$ cat config.mk
export PLATFORM = sky130hd
export DESIGN_NAME = apb_gpio_ctrl
export DESIGN_NICKNAME = d
export VERILOG_FILES = /design/src/rtl/apb_gpio_ctrl.sv
export SDC_FILE = /design/constraint.sdc
export NUM_CORES = 1
export LEC_CHECK = 0
export BUFFER_PORTS_ARGS = -buffer_cell sky130_fd_sc_hd__buf_2
export CORE_MARGIN = 5
export CORE_UTILIZATION = 25
export DETAILED_ROUTE_END_ITERATION = 7
export GPL_ROUTABILITY_DRIVEN = 0
export GPL_TIMING_DRIVEN = 0
export PLACE_DENSITY_LB_ADDON = 0.2
export SYNTH_ARGS = -nofsm -noshare
export SYNTH_HDL_FRONTEND = slang
export SYNTH_SLANG_ARGS = --single-unit
$ cat constraint.sdc
create_clock -name clk_i -period 3.8 [get_ports clk_i]
set_clock_uncertainty 0.2 [all_clocks]
set_input_delay 0.76 -clock clk_i [delete_from_list [all_inputs] [get_ports clk_i]]
set_output_delay 0.76 -clock clk_i [all_outputs]
set_load 0.01 [all_outputs]
$ cat src/rtl/apb_gpio_ctrl.sv
// APB-mapped GPIO controller: output/direction registers with atomic set/clear,
// 2-flop input synchronizer, per-pin edge interrupts with clear-on-read status, pad config.
module apb_gpio_ctrl #(
  parameter int NPINS = 32,
  parameter int CFG_W = 6
) (
  input  logic                     clk_i,
  input  logic                     rst_i,
  input  logic [11:0]              paddr_i,
  input  logic [31:0]              pwdata_i,
  input  logic                     pwrite_i,
  input  logic                     psel_i,
  input  logic                     penable_i,
  output logic [31:0]              prdata_o,
  output logic                     pready_o,
  output logic                     pslverr_o,
  input  logic [NPINS-1:0]         gpio_in_i,
  output logic [NPINS-1:0]         gpio_out_o,
  output logic [NPINS-1:0]         gpio_dir_o,
  output logic [NPINS*CFG_W-1:0]   gpio_cfg_o,
  output logic                     interrupt_o
);

  localparam logic [9:0] A_DIR   = 10'd0;
  localparam logic [9:0] A_IN    = 10'd1;
  localparam logic [9:0] A_OUT   = 10'd2;
  localparam logic [9:0] A_SET   = 10'd3;
  localparam logic [9:0] A_CLR   = 10'd4;
  localparam logic [9:0] A_INTEN = 10'd5;
  localparam logic [9:0] A_TYPE0 = 10'd6;
  localparam logic [9:0] A_TYPE1 = 10'd7;
  localparam logic [9:0] A_STAT  = 10'd8;
  localparam logic [9:0] A_PAD   = 10'd16;

  logic [9:0]       word_addr;
  logic             access;
  logic             wr_en;
  logic             rd_en;
  logic             reg_hit;
  logic             pad_hit;
  logic [NPINS-1:0] wdata;
  logic             unused_bits;

  logic [NPINS-1:0] dir_reg, dir_next;
  logic [NPINS-1:0] out_reg, out_next;
  logic [NPINS-1:0] inten_reg, inten_next;
  logic [NPINS-1:0] type0_reg, type0_next;
  logic [NPINS-1:0] type1_reg, type1_next;
  logic [NPINS-1:0] status_reg, status_next;
  logic [NPINS-1:0] sync1_reg, sync2_reg, prev_reg;
  logic [NPINS-1:0] rise, fall, edge_hit;
  logic [NPINS-1:0] clr_mask;
  logic [CFG_W-1:0] pad_rd;
  logic [31:0]      rd_word;
  logic             err;

  assign word_addr   = paddr_i[11:2];
  assign access      = psel_i & penable_i;
  assign wr_en       = access & pwrite_i;
  assign rd_en       = access & ~pwrite_i;
  assign wdata       = pwdata_i[NPINS-1:0];
  assign reg_hit     = (word_addr <= A_STAT);
  assign pad_hit     = (word_addr >= A_PAD) && (word_addr < 10'(16 + NPINS));
  assign unused_bits = ^{paddr_i[1:0], pwdata_i};

  assign rise = sync2_reg & ~prev_reg;
  assign fall = ~sync2_reg & prev_reg;

  genvar gi;
  generate
    for (gi = 0; gi < NPINS; gi++) begin : g_pin
      logic [CFG_W-1:0] cfg_reg;
      logic             pad_we;

      // type1 selects both edges; otherwise type0 picks fall over rise
      assign edge_hit[gi] = type1_reg[gi] ? (rise[gi] | fall[gi])
                                          : (type0_reg[gi] ? fall[gi] : rise[gi]);

      assign pad_we = wr_en && (word_addr == 10'(16 + gi));

      always_ff @(posedge clk_i) begin
        if (rst_i) begin
          cfg_reg <= '0;
        end else if (pad_we) begin
          cfg_reg <= pwdata_i[CFG_W-1:0];
        end
      end

      assign gpio_cfg_o[gi*CFG_W +: CFG_W] = cfg_reg;
    end
  endgenerate

  always_comb begin
    dir_next   = dir_reg;
    out_next   = out_reg;
    inten_next = inten_reg;
    type0_next = type0_reg;
    type1_next = type1_reg;
    if (wr_en) begin
      case (word_addr)
        A_DIR:   dir_next   = wdata;
        A_OUT:   out_next   = wdata;
        A_SET:   out_next   = out_reg | wdata;
        A_CLR:   out_next   = out_reg & ~wdata;
        A_INTEN: inten_next = wdata;
        A_TYPE0: type0_next = wdata;
        A_TYPE1: type1_next = wdata;
        default: ;
      endcase
    end
    // Clear only the bits being returned; a same-cycle edge re-sets its bit.
    clr_mask    = (rd_en && word_addr == A_STAT) ? status_reg : '0;
    status_next = (status_reg & ~clr_mask) | edge_hit;
  end

  always_ff @(posedge clk_i) begin
    if (rst_i) begin
      dir_reg    <= '0;
      out_reg    <= '0;
      inten_reg  <= '0;
      type0_reg  <= '0;
      type1_reg  <= '0;
      status_reg <= '0;
      sync1_reg  <= '0;
      sync2_reg  <= '0;
      prev_reg   <= '0;
    end else begin
      dir_reg    <= dir_next;
      out_reg    <= out_next;
      inten_reg  <= inten_next;
      type0_reg  <= type0_next;
      type1_reg  <= type1_next;
      status_reg <= status_next;
      sync1_reg  <= gpio_in_i;
      sync2_reg  <= sync1_reg;
      prev_reg   <= sync2_reg;
    end
  end

  always_comb begin
    pad_rd = '0;
    for (int k = 0; k < NPINS; k++) begin
      if (word_addr == 10'(16 + k)) begin
        pad_rd = gpio_cfg_o[k*CFG_W +: CFG_W];
      end
    end
  end

  always_comb begin
    rd_word = '0;
    err     = 1'b0;
    if (access) begin
      if (!(reg_hit || pad_hit)) begin
        err = 1'b1;
      end else if (!pwrite_i) begin
        case (word_addr)
          A_DIR:   rd_word[NPINS-1:0] = dir_reg;
          A_IN:    rd_word[NPINS-1:0] = sync2_reg;
          A_OUT:   rd_word[NPINS-1:0] = out_reg;
          A_INTEN: rd_word[NPINS-1:0] = inten_reg;
          A_TYPE0: rd_word[NPINS-1:0] = type0_reg;
          A_TYPE1: rd_word[NPINS-1:0] = type1_reg;
          A_STAT:  rd_word[NPINS-1:0] = status_reg;
          default: if (pad_hit) rd_word[CFG_W-1:0] = pad_rd;
        endcase
      end
    end
  end

  assign prdata_o    = rd_word;
  assign pslverr_o   = err;
  assign pready_o    = 1'b1;
  assign gpio_out_o  = out_reg;
  assign gpio_dir_o  = dir_reg;
  assign interrupt_o = |(status_reg & inten_reg);

endmodule

Word-level counts from Yosys, hierarchy flattened
Cells that the tools add are included.

$lt $le $gt $ge: 3. Eq/ne operators: 40. Mux-type cells: 106. Bitwise gates (word level): 47. Reduce and logical (&&, ||, !) cells: 43.

Operator list (number): 2-to-1 mux 6 bit (33); case mux 26 bit (7 select lines) (1); bitwise AND 32 bit (5); equality test 10 x 5 -> 1 bit (second input constant) (16); equality test 10 x 6 -> 1 bit (second input constant) (16); 2-to-1 mux 32 bit (4); NOT 32 bit (4); case mux 32 bit (3 select lines) (1); 2-to-1 mux 1 bit (66); bitwise OR 32 bit (2); case mux 6 bit (7 select lines) (1); equality test 10 x 3 -> 1 bit (second input constant) (4); logical AND 1 bit (34); bitwise OR 1 bit (32); OR reduction 32 bit (1); equality test 10 x 2 -> 1 bit (second input constant) (2); equality test 10 x 1 -> 1 bit (second input constant) (1); equality test 10 x 4 -> 1 bit (second input constant) (1); >= comparator 10 x 5 -> 1 bit (second input constant) (1); less-or-equal comparator 10 x 4 -> 1 bit (second input constant) (1); logical NOT 10 bit (1); < comparator 10 x 6 -> 1 bit (second input constant) (1); AND reduction 2 bit (5); bitwise AND 1 bit (3); other kinds (3) (3).

Bits in registers: 480. Input bits: 81. Output and inout port bits: 291.

Depth between registers and ports, before layout
Gate-level depths: netlist of the first run.

Depth in word-level cells: 38. Mapped depth: 11. Depth with buffers taken out: 8.

Worst setup path after synthesis of the first run
No wires, ideal clock.

Path type: input port to output port. Start point: input port paddr_i[10]. End point: output port prdata_o[4]. Arrival: 2.810 ns. Path slack: 0.030 ns. Cell stages on the path: 10. Buffers on the path: 2. Cell sequence: buf_2 -> or4_4 -> nor2_2 -> buf_2 -> a22oi_1 -> nand2_1 -> o21ai_1 -> a21oi_1 -> a21oi_1 -> o41ai_1.

Cells in the longest elaborated chain, start to end: 38. Elaborated cells on any way between the ends: 81. Those cells by class: order compare (3); eq/ne (38); mux (37); reduce/logical (3).

Ends and longest elaborated chain: start, declared (RTL line 9) `input logic [11:0] paddr_i,`; equality test 10 x 5 -> 1 bit (RTL line 143) `if (word_addr == 10'(16 + k)) begin`; 2-to-1 mux 6 bit (32 in series) (RTL line 143); 2-to-1 mux 6 bit (RTL line 164) `default: if (pad_hit) rd_word[CFG_W-1:0] = pad_rd;`; case mux 6 bit (7 select lines) (RTL line 156) `case (word_addr)`; 2-to-1 mux 32 bit (RTL line 155) `end else if (!pwrite_i) begin`; 2-to-1 mux 32 bit (*) (RTL line 153) `if (!(reg_hit || pad_hit)) begin`; 2-to-1 mux 32 bit (*) (RTL line 152) `if (access) begin`; end, declared (RTL line 14) `output logic [31:0] prdata_o,`.

Every way passes the cells marked *; elsewhere a longest branch is shown, timed or not.

Worst setup path in the final report of the first run
Start point: input port paddr_i[11]. End point: output port prdata_o[1].

The elaborated chain is that of the path after synthesis.

==> results of run 1 <==
routing by layer:
layer	up-vias	routed length [um]	share of wire
li1	10470	-	-
met1	11270	46850	0.41
met2	1135	51250	0.45
met3	211	11300	0.10
met4	10	3873	0.034
met5	-	67	0.00059
repair_timing:
item,in CTS,in global routing
gates resized for setup,321,140
gates cloned,3,2
pin swaps,53,87
endpoints found under the setup margin,162,32
buffers inserted,72,42
worst register-to-register path, stage by stage, from the launching register on:
cell and delay (ns):
dfxtp_1 0.44, inv_1 0.10, ha_1 0.21, a211oi_1 0.24, a21oi_1 0.07, a21oi_1 0.12, nor2_1 0.05
worst paths after layout:
kind / slack (ns) / end / cells after the start / from
setup / recovery: -0.54 / prdata_o[1] / 12 / paddr_i[11]
hold / removal: 0.14 / sync1_reg[23] / 2 / gpio_in_i[23]
setup reg to reg: 2.24 / status_reg[0] / 6 / sync2_reg[0]
hold reg to reg: 0.21 / sync2_reg[0] / 1 / sync1_reg[0]
through the flow:
step           worst slack [ns]  hold WS [ns]  total power [W]  instances  utilization
2_1_floorplan           0.03007        0.2138         0.005514       2667            -
3_3_place_gp             -2.223        0.2155         0.005807       4172       0.2891
3_5_place_dp             -2.139        0.2212         0.005807       4172       0.2891
4_1_cts                 -0.5565        0.1089          0.01180       4344       0.3363
5_1_grt                 -0.5315        0.1343          0.01211       4379       0.3473
6_report                -0.5436        0.1356          0.01176       4379       0.3473
final cells by class:
| cell class | count | area [um2] | area share |
|---|---|---|---|
| inverters | 68 | 255.2 | 0.008646 |
| repair buffers | 474 | 3078 | 0.1043 |
| clock buffers | 82 | 1659 | 0.05620 |
| plain buffers | 194 | 1125 | 0.03810 |
| multi-input cells | 1914 | 12010 | 0.4067 |
| well taps | 1144 | 1431 | 0.04848 |
| flip-flops and latches | 480 | 9609 | 0.3255 |
| clock inverters | 22 | 356.6 | 0.01208 |
| diodes | 1 | 2.502 | 0.00008476 |
power groups by stage:
stage | clock [W] | combinational, W | sequential [W]
after floorplan | 0 | 0.000287 | 0.00523
after global placement | 0 | 0.000560 | 0.00525
after detailed placement | 0 | 0.000560 | 0.00525
after CTS | 0.00603 | 0.000627 | 0.00514
after global routing | 0.00626 | 0.000708 | 0.00514
final | 0.00595 | 0.000670 | 0.00514
layout by cell type, fill, tap and decap left out, types with 23 or more instances in the layout:
cell type / Yosys / final
clkbuf_16: 0 / 62
ha_1: 64 / 64
nor2_1: 204 / 177
buf_6: 0 / 48
nor2b_1: 101 / 99
buf_4: 2 / 86
buf_2: 23 / 348
inv_1: 68 / 68
nand2_1: 481 / 469
a22oi_2: 0 / 41
clkbuf_1: 169 / 137
a22oi_1: 124 / 83
nand3_1: 145 / 143
a211oi_1: 39 / 35
a222oi_1: 33 / 33
dfxtp_1: 480 / 480
o21ai_0: 85 / 78
mux2i_1: 52 / 52
a21oi_1: 378 / 369
nor2_4: 0 / 23
cell families after synthesis:
family,count (synthesis)
adders and majority gates,64
AOI/OAI and AO/OA,796
muxes,53
and+or+nand+nor,1000
DFF,480
other,1
buffers and inverters,273
==> flow_metrics.py, run 1 <==
metrics = {
    "run_status": {
        "run_status": "finished, violations left",
        "violations": "setup timing",
    },
    "synth": {
        "synthCells": 2667,
        "synth_edf_count": 0,
        "synth_compound_area_frac": 0.2295,
        "yosys-top-cells-area": "dfxtp_1 45%, a21oi_1 8.9%, nand2_1 8.5%",
        "synth_seq_cells": 480,
        "synthAdderAreaFrac": 0.03752,
        "synth_nets": 2812,
        "muxShareOfSynthArea": 0.02492,
        "yosys_warnings": 0,
        "synth_simple_gate_area_frac": 0.2079,
        "synth_cell_types": 67,
        "synth_top_family_by_area": "compound AO/OA/AOI/OAI gates",
        "synth_async_sr_flop_share": 0,
        "synthXorXnorAreaFrac": 0,
        "syn-cell-area_mm2": 0.02134,
        "synth_top_cell_by_area": "dfxtp_1",
        "yosysMostFrequentCell": "nand2_1",
        "syn_avg_cell_area_um2": 8.002,
        "ys_seq_area_frac": 0.4503,
        "synth_top_area_frac": 0.4503,
        "yosys-top-cells-count": "481 x nand2_1, 480 x dfxtp_1, 378 x a21oi_1",
        "ys.flop_type": "dfxtp_1",
    },
    "global_route": {
        "grt_max_degree": 16,
        "grt_pass1_vias": 21600,
        "use_met2": 0.3744,
        "use_met1": 0.3097,
        "grt_busiest_layer": "met2",
        "grt_usage": 0.2344,
        "use_met3": 0.06215,
        "grt_antenna_before_repair": 6,
        "grt_first_pass_wirelength_um": 158100,
        "overflow": 0,
    },
    "clocking": {
        "cts-root-buf": "clkbuf_16",
        "cts.sink_count": 480,
        "clock_path_buffers": 3,
        "cts_tree": "done",
        "h-tree-depth": 2,
        "cts_made_buffers": 56,
        "postCtsHoldBufs": 0,
        "cts.reportedPaths.clkPinSlew_ns": 0.06,
        "clk-insertion-delay-late_ns": 0.65,
    },
    "drt": {
        "drt-wirelength-per-cell_um": 25.88,
        "drt_wl_total_um": 113300,
        "via_per_inst": 5.274,
        "antenna_left": 0,
        "drt_iter0_markers": 2681,
        "vias": 23090,
        "firstDrtPassIters": 8,
        "drcViolationCount": 0,
    },
    "power_and_ir_drop": {
        "leakage_nw": 10.92,
        "swShare": 0.2461,
        "p_int_w": 0.008864,
        "powerDensity_mw_per_mm2": 398.3,
        "pwr-share-comb": 0.057,
        "peakVddDrop_mv": 0.3145,
        "power.share.clock": 0.506,
        "p_sw_w": 0.002894,
        "p_seq_frac": 0.437,
    },
    "placed_design": {
        "postPlaceCellArea_mm2": 0.02458,
        "post-dp-hpwl_um": 83780,
        "io_buffers": 361,
    },
    "cells_and_area": {
        "drive_above_1_share": 0.2539,
        "syn_to_final_growth_pct": 38.33,
        "num-nets-final": 3333,
        "largest_reg_flops": 192,
        "fill_cells": 9011,
        "stdcell_area_mm2": 0.02952,
    },
    "sta": {
        "relSlewSlack": 0.02356,
        "slew_violations": 0,
        "setup_violations": 32,
        "fin_crit_sh": 1.143,
        "fmax_mhz": 230.2,
        "rsz0062_at_grt": "yes",
        "fin_ws_ns": -0.5436,
        "tightest_slew_ns": 1.453,
        "setup_tns_ns": -5.764,
        "fin_crit_ns": 4.344,
        "hold_viol_final": 0,
    },
    "setup_path": {
        "critical_path_class": "in2out",
        "critPathSlowestCell": "or4_4",
        "slowest_delay_ns": 0.56,
        "crit_path_start_kind": "input pin",
        "crit_family": "compound AO/OA/AOI/OAI gates",
        "worst-path-buf-inv": 4,
        "critPathRequiredTime_ns": 2.84,
        "cp_max_fo": 7,
        "path_cells": "buf_8, buf_8, buf_6, or4_4, a211oi_4, a221oi_4, nor4b_4, nor3_2, o221ai_2, a2111oi_4, o22ai_2, buf_2",
        "crit_top_cell": "buf_8",
        "crit_path_end_kind": "primary output",
        "arrival_ns": 3.38,
    },
    "floorplanning": {
        "start_util": 0.2510,
        "fp.dieW_um": 302.2,
        "fp.coreArea_mm2": 0.08501,
        "die_y_um": 302.2,
        "boundaryPins": 372,
        "placementRows": 107,
        "dieArea_mm2": 0.09131,
    },
    "flow_run": {
        "drv_cap": 0,
    },
    "worst_hold_path": {
        "hp-class": "in2reg",
    },
}
Note: power is estimated with default switching activity, not from simulation.
==> run 2, diff against run 1 <==
--- a/config.mk
+++ b/config.mk
@@ -6,6 +6,7 @@
 export NUM_CORES = 1
 export LEC_CHECK = 0
 export BUFFER_PORTS_ARGS = -buffer_cell sky130_fd_sc_hd__buf_2
+export CORE_ASPECT_RATIO = 1.4
 export CORE_MARGIN = 5
 export CORE_UTILIZATION = 25
 export DETAILED_ROUTE_END_ITERATION = 7
==> run 2 against run 1 <==
The run still ends with setup timing left. Non-clock buffer count shrank 17. Die area about the same. Wire length grew 2.7%. Maximum frequency up 3.0%. Cell count decreased by 1.8%. Clock power shrank 7.6%. Register-to-register slack worse by 0.11 ns. Combinational power fell by 2%. Sequential power about the same. Critical path depth did not move. Sequential cell count unchanged.
==> flow_metrics.py, run 2 (synthesis gave the netlist of run 1 again) <==
metrics = {
    "run_status": {
        "run_status": "finished, violations left",
        "violations": "setup timing",
    },
    "power_and_ir_drop": {
        "fin_total_pwr_w": 0.01131,
        "power.share.clock": 0.487,
        "powerDensity_mw_per_mm2": 394.0,
        "pwr-share-comb": 0.058,
        "p_sw_w": 0.002857,
        "leakage_nw": 10.73,
        "p_seq_frac": 0.455,
        "peakVddDrop_mv": 0.3135,
        "p_int_w": 0.008450,
        "swShare": 0.2526,
    },
    "sta": {
        "tightest_slew_ns": 1.292,
        "rsz0062_at_grt": "yes",
        "fin_ws_ns": -0.4170,
        "hold_viol_final": 0,
        "setup_violations": 44,
        "fin_crit_sh": 1.110,
        "fmax_mhz": 237.1,
        "fin_crit_ns": 4.217,
        "relSlewSlack": 0.1322,
        "slew_violations": 0,
    },
    "placed_design": {
        "post-dp-hpwl_um": 89120,
        "postPlaceCellArea_mm2": 0.02451,
        "dp.cells": 4116,
        "io_buffers": 361,
    },
    "floorplanning": {
        "boundaryPins": 372,
        "die_y_um": 355.7,
        "fp.dieW_um": 256.9,
        "start_util": 0.2526,
        "dieArea_mm2": 0.09139,
        "placementRows": 126,
        "fp.coreArea_mm2": 0.08450,
    },
    "cells_and_area": {
        "fin_util": 0.3396,
        "fill_cells": 9069,
        "largest_reg_flops": 192,
        "num-nets-final": 3314,
        "stdcell_count": 4298,
        "stdcell_area_mm2": 0.02870,
        "ff_latch_area_mm2": 0.009609,
        "drive_above_1_share": 0.2318,
        "multi_input_area_mm2": 0.01165,
        "syn_to_final_growth_pct": 34.47,
        "final_cell_mix": "480 x dfxtp_1, 470 x nand2_1, 373 x a21oi_1",
        "final_common_cell": "dfxtp_1",
    },
    "setup_path": {
        "crit_path_end_kind": "primary output",
        "critPathRequiredTime_ns": 2.84,
        "crit_top_cell": "buf_8",
        "arrival_ns": 3.26,
        "cp_max_fo": 8,
        "crit_path_start_kind": "input pin",
        "slowest_delay_ns": 0.65,
        "path_cells": "buf_8, buf_8, or4_4, nor2_4, buf_8, a22oi_1, nand2_1, o21ai_4, o2111ai_4, a21oi_1, o41ai_2, buf_2",
        "critical_path_class": "in2out",
        "critPathSlowestCell": "or4_4",
    },
    "global_route": {
        "grt_first_pass_wirelength_um": 162300,
        "grt_usage": 0.2392,
        "overflow": 0,
        "use_met2": 0.4317,
        "grt_busiest_layer": "met2",
        "use_met1": 0.2703,
        "use_met3": 0.05202,
        "grt_max_degree": 15,
        "grt_antenna_before_repair": 4,
        "grt_pass1_vias": 21980,
    },
    "drt": {
        "antenna_left": 0,
        "vias": 23070,
        "drt_iter0_markers": 2405,
        "drcViolationCount": 0,
        "drt_wl_total_um": 116500,
        "via_per_inst": 5.367,
        "drt-wirelength-per-cell_um": 27.09,
        "firstDrtPassIters": 6,
    },
    "worst_hold_path": {
        "hp-class": "in2reg",
    },
    "clocking": {
        "cts-root-buf": "clkbuf_16",
        "clock_path_buffers": 3,
        "clk-insertion-delay-late_ns": 0.65,
        "cts.reportedPaths.clkPinSlew_ns": 0.06,
        "cts_made_buffers": 54,
        "cts_tree": "done",
        "cts.sink_count": 480,
        "h-tree-depth": 2,
    },
    "flow_run": {
        "drv_cap": 0,
    },
}
==> run 2: final timing paths <==
kind | start | end | slack, ns | cells past startpoint
worst max register to register | sync2_reg[31] | status_reg[31] | 2.13 | 6
worst min-delay path | gpio_in_i[26] | sync1_reg[26] | 0.12 | 2
worst min register to register | sync1_reg[23] | sync2_reg[23] | 0.23 | 1
worst max-delay path | paddr_i[11] | prdata_o[4] | -0.42 | 12
==> run 2: repair_timing <==
action	in CTS	in global routing
gates resized for setup	303	77
gates cloned	1	4
pin swaps	48	60
hold buffers	0	0
setup endpoints to repair	111	32
setup buffers	62	30
==> run 2: final cells by class <==
class | instances | area share
antenna | 1 | 0.00008720
buffer | 196 | 0.04055
clock buffer | 79 | 0.05524
clock inverter | 17 | 0.007892
inverter | 68 | 0.008894
multi-input combinational | 1914 | 0.4060
sequential | 480 | 0.3348
tap | 1088 | 0.04744
timing repair buffer | 455 | 0.09910
==> run 2: power groups by stage <==
stage	logic [W]	registers [W]	clock network, W
after floorplan	0.000287	0.00523	0
after global placement	0.000557	0.00526	0
after detailed placement	0.000558	0.00526	0
after CTS	0.000627	0.00514	0.00558
after global routing	0.000697	0.00515	0.00576
final	0.000657	0.00514	0.00550
==> run 2: layer usage <==
layer | vias to the layer above | part of all wire
met3 | 273 | 0.086
met5 | - | 0
li1 | 10430 | -
met4 | 0 | 0.056
met1 | 11200 | 0.36
met2 | 1165 | 0.50
==> run 2: critical path, delay by kind of cell <==
family	cells	cell delay, ns
AND/OR/NAND/NOR	3	0.99
AO/OA/AOI/OAI	5	0.88
buffers and inverters	4	0.60
==> run 2: metrics by stage <==
step | TNS, ns | hold WS (ns) | worst slack, ns
after floorplan | 0 | 0.2138 | 0.03007
after global placement | -168.16 | 0.2166 | -1.961
after detailed placement | -165.68 | 0.2204 | -1.990
after CTS | -1.765 | 0.08597 | -0.4340
after global routing | -4.013 | 0.1101 | -0.4721
final | -3.652 | 0.1169 | -0.4170
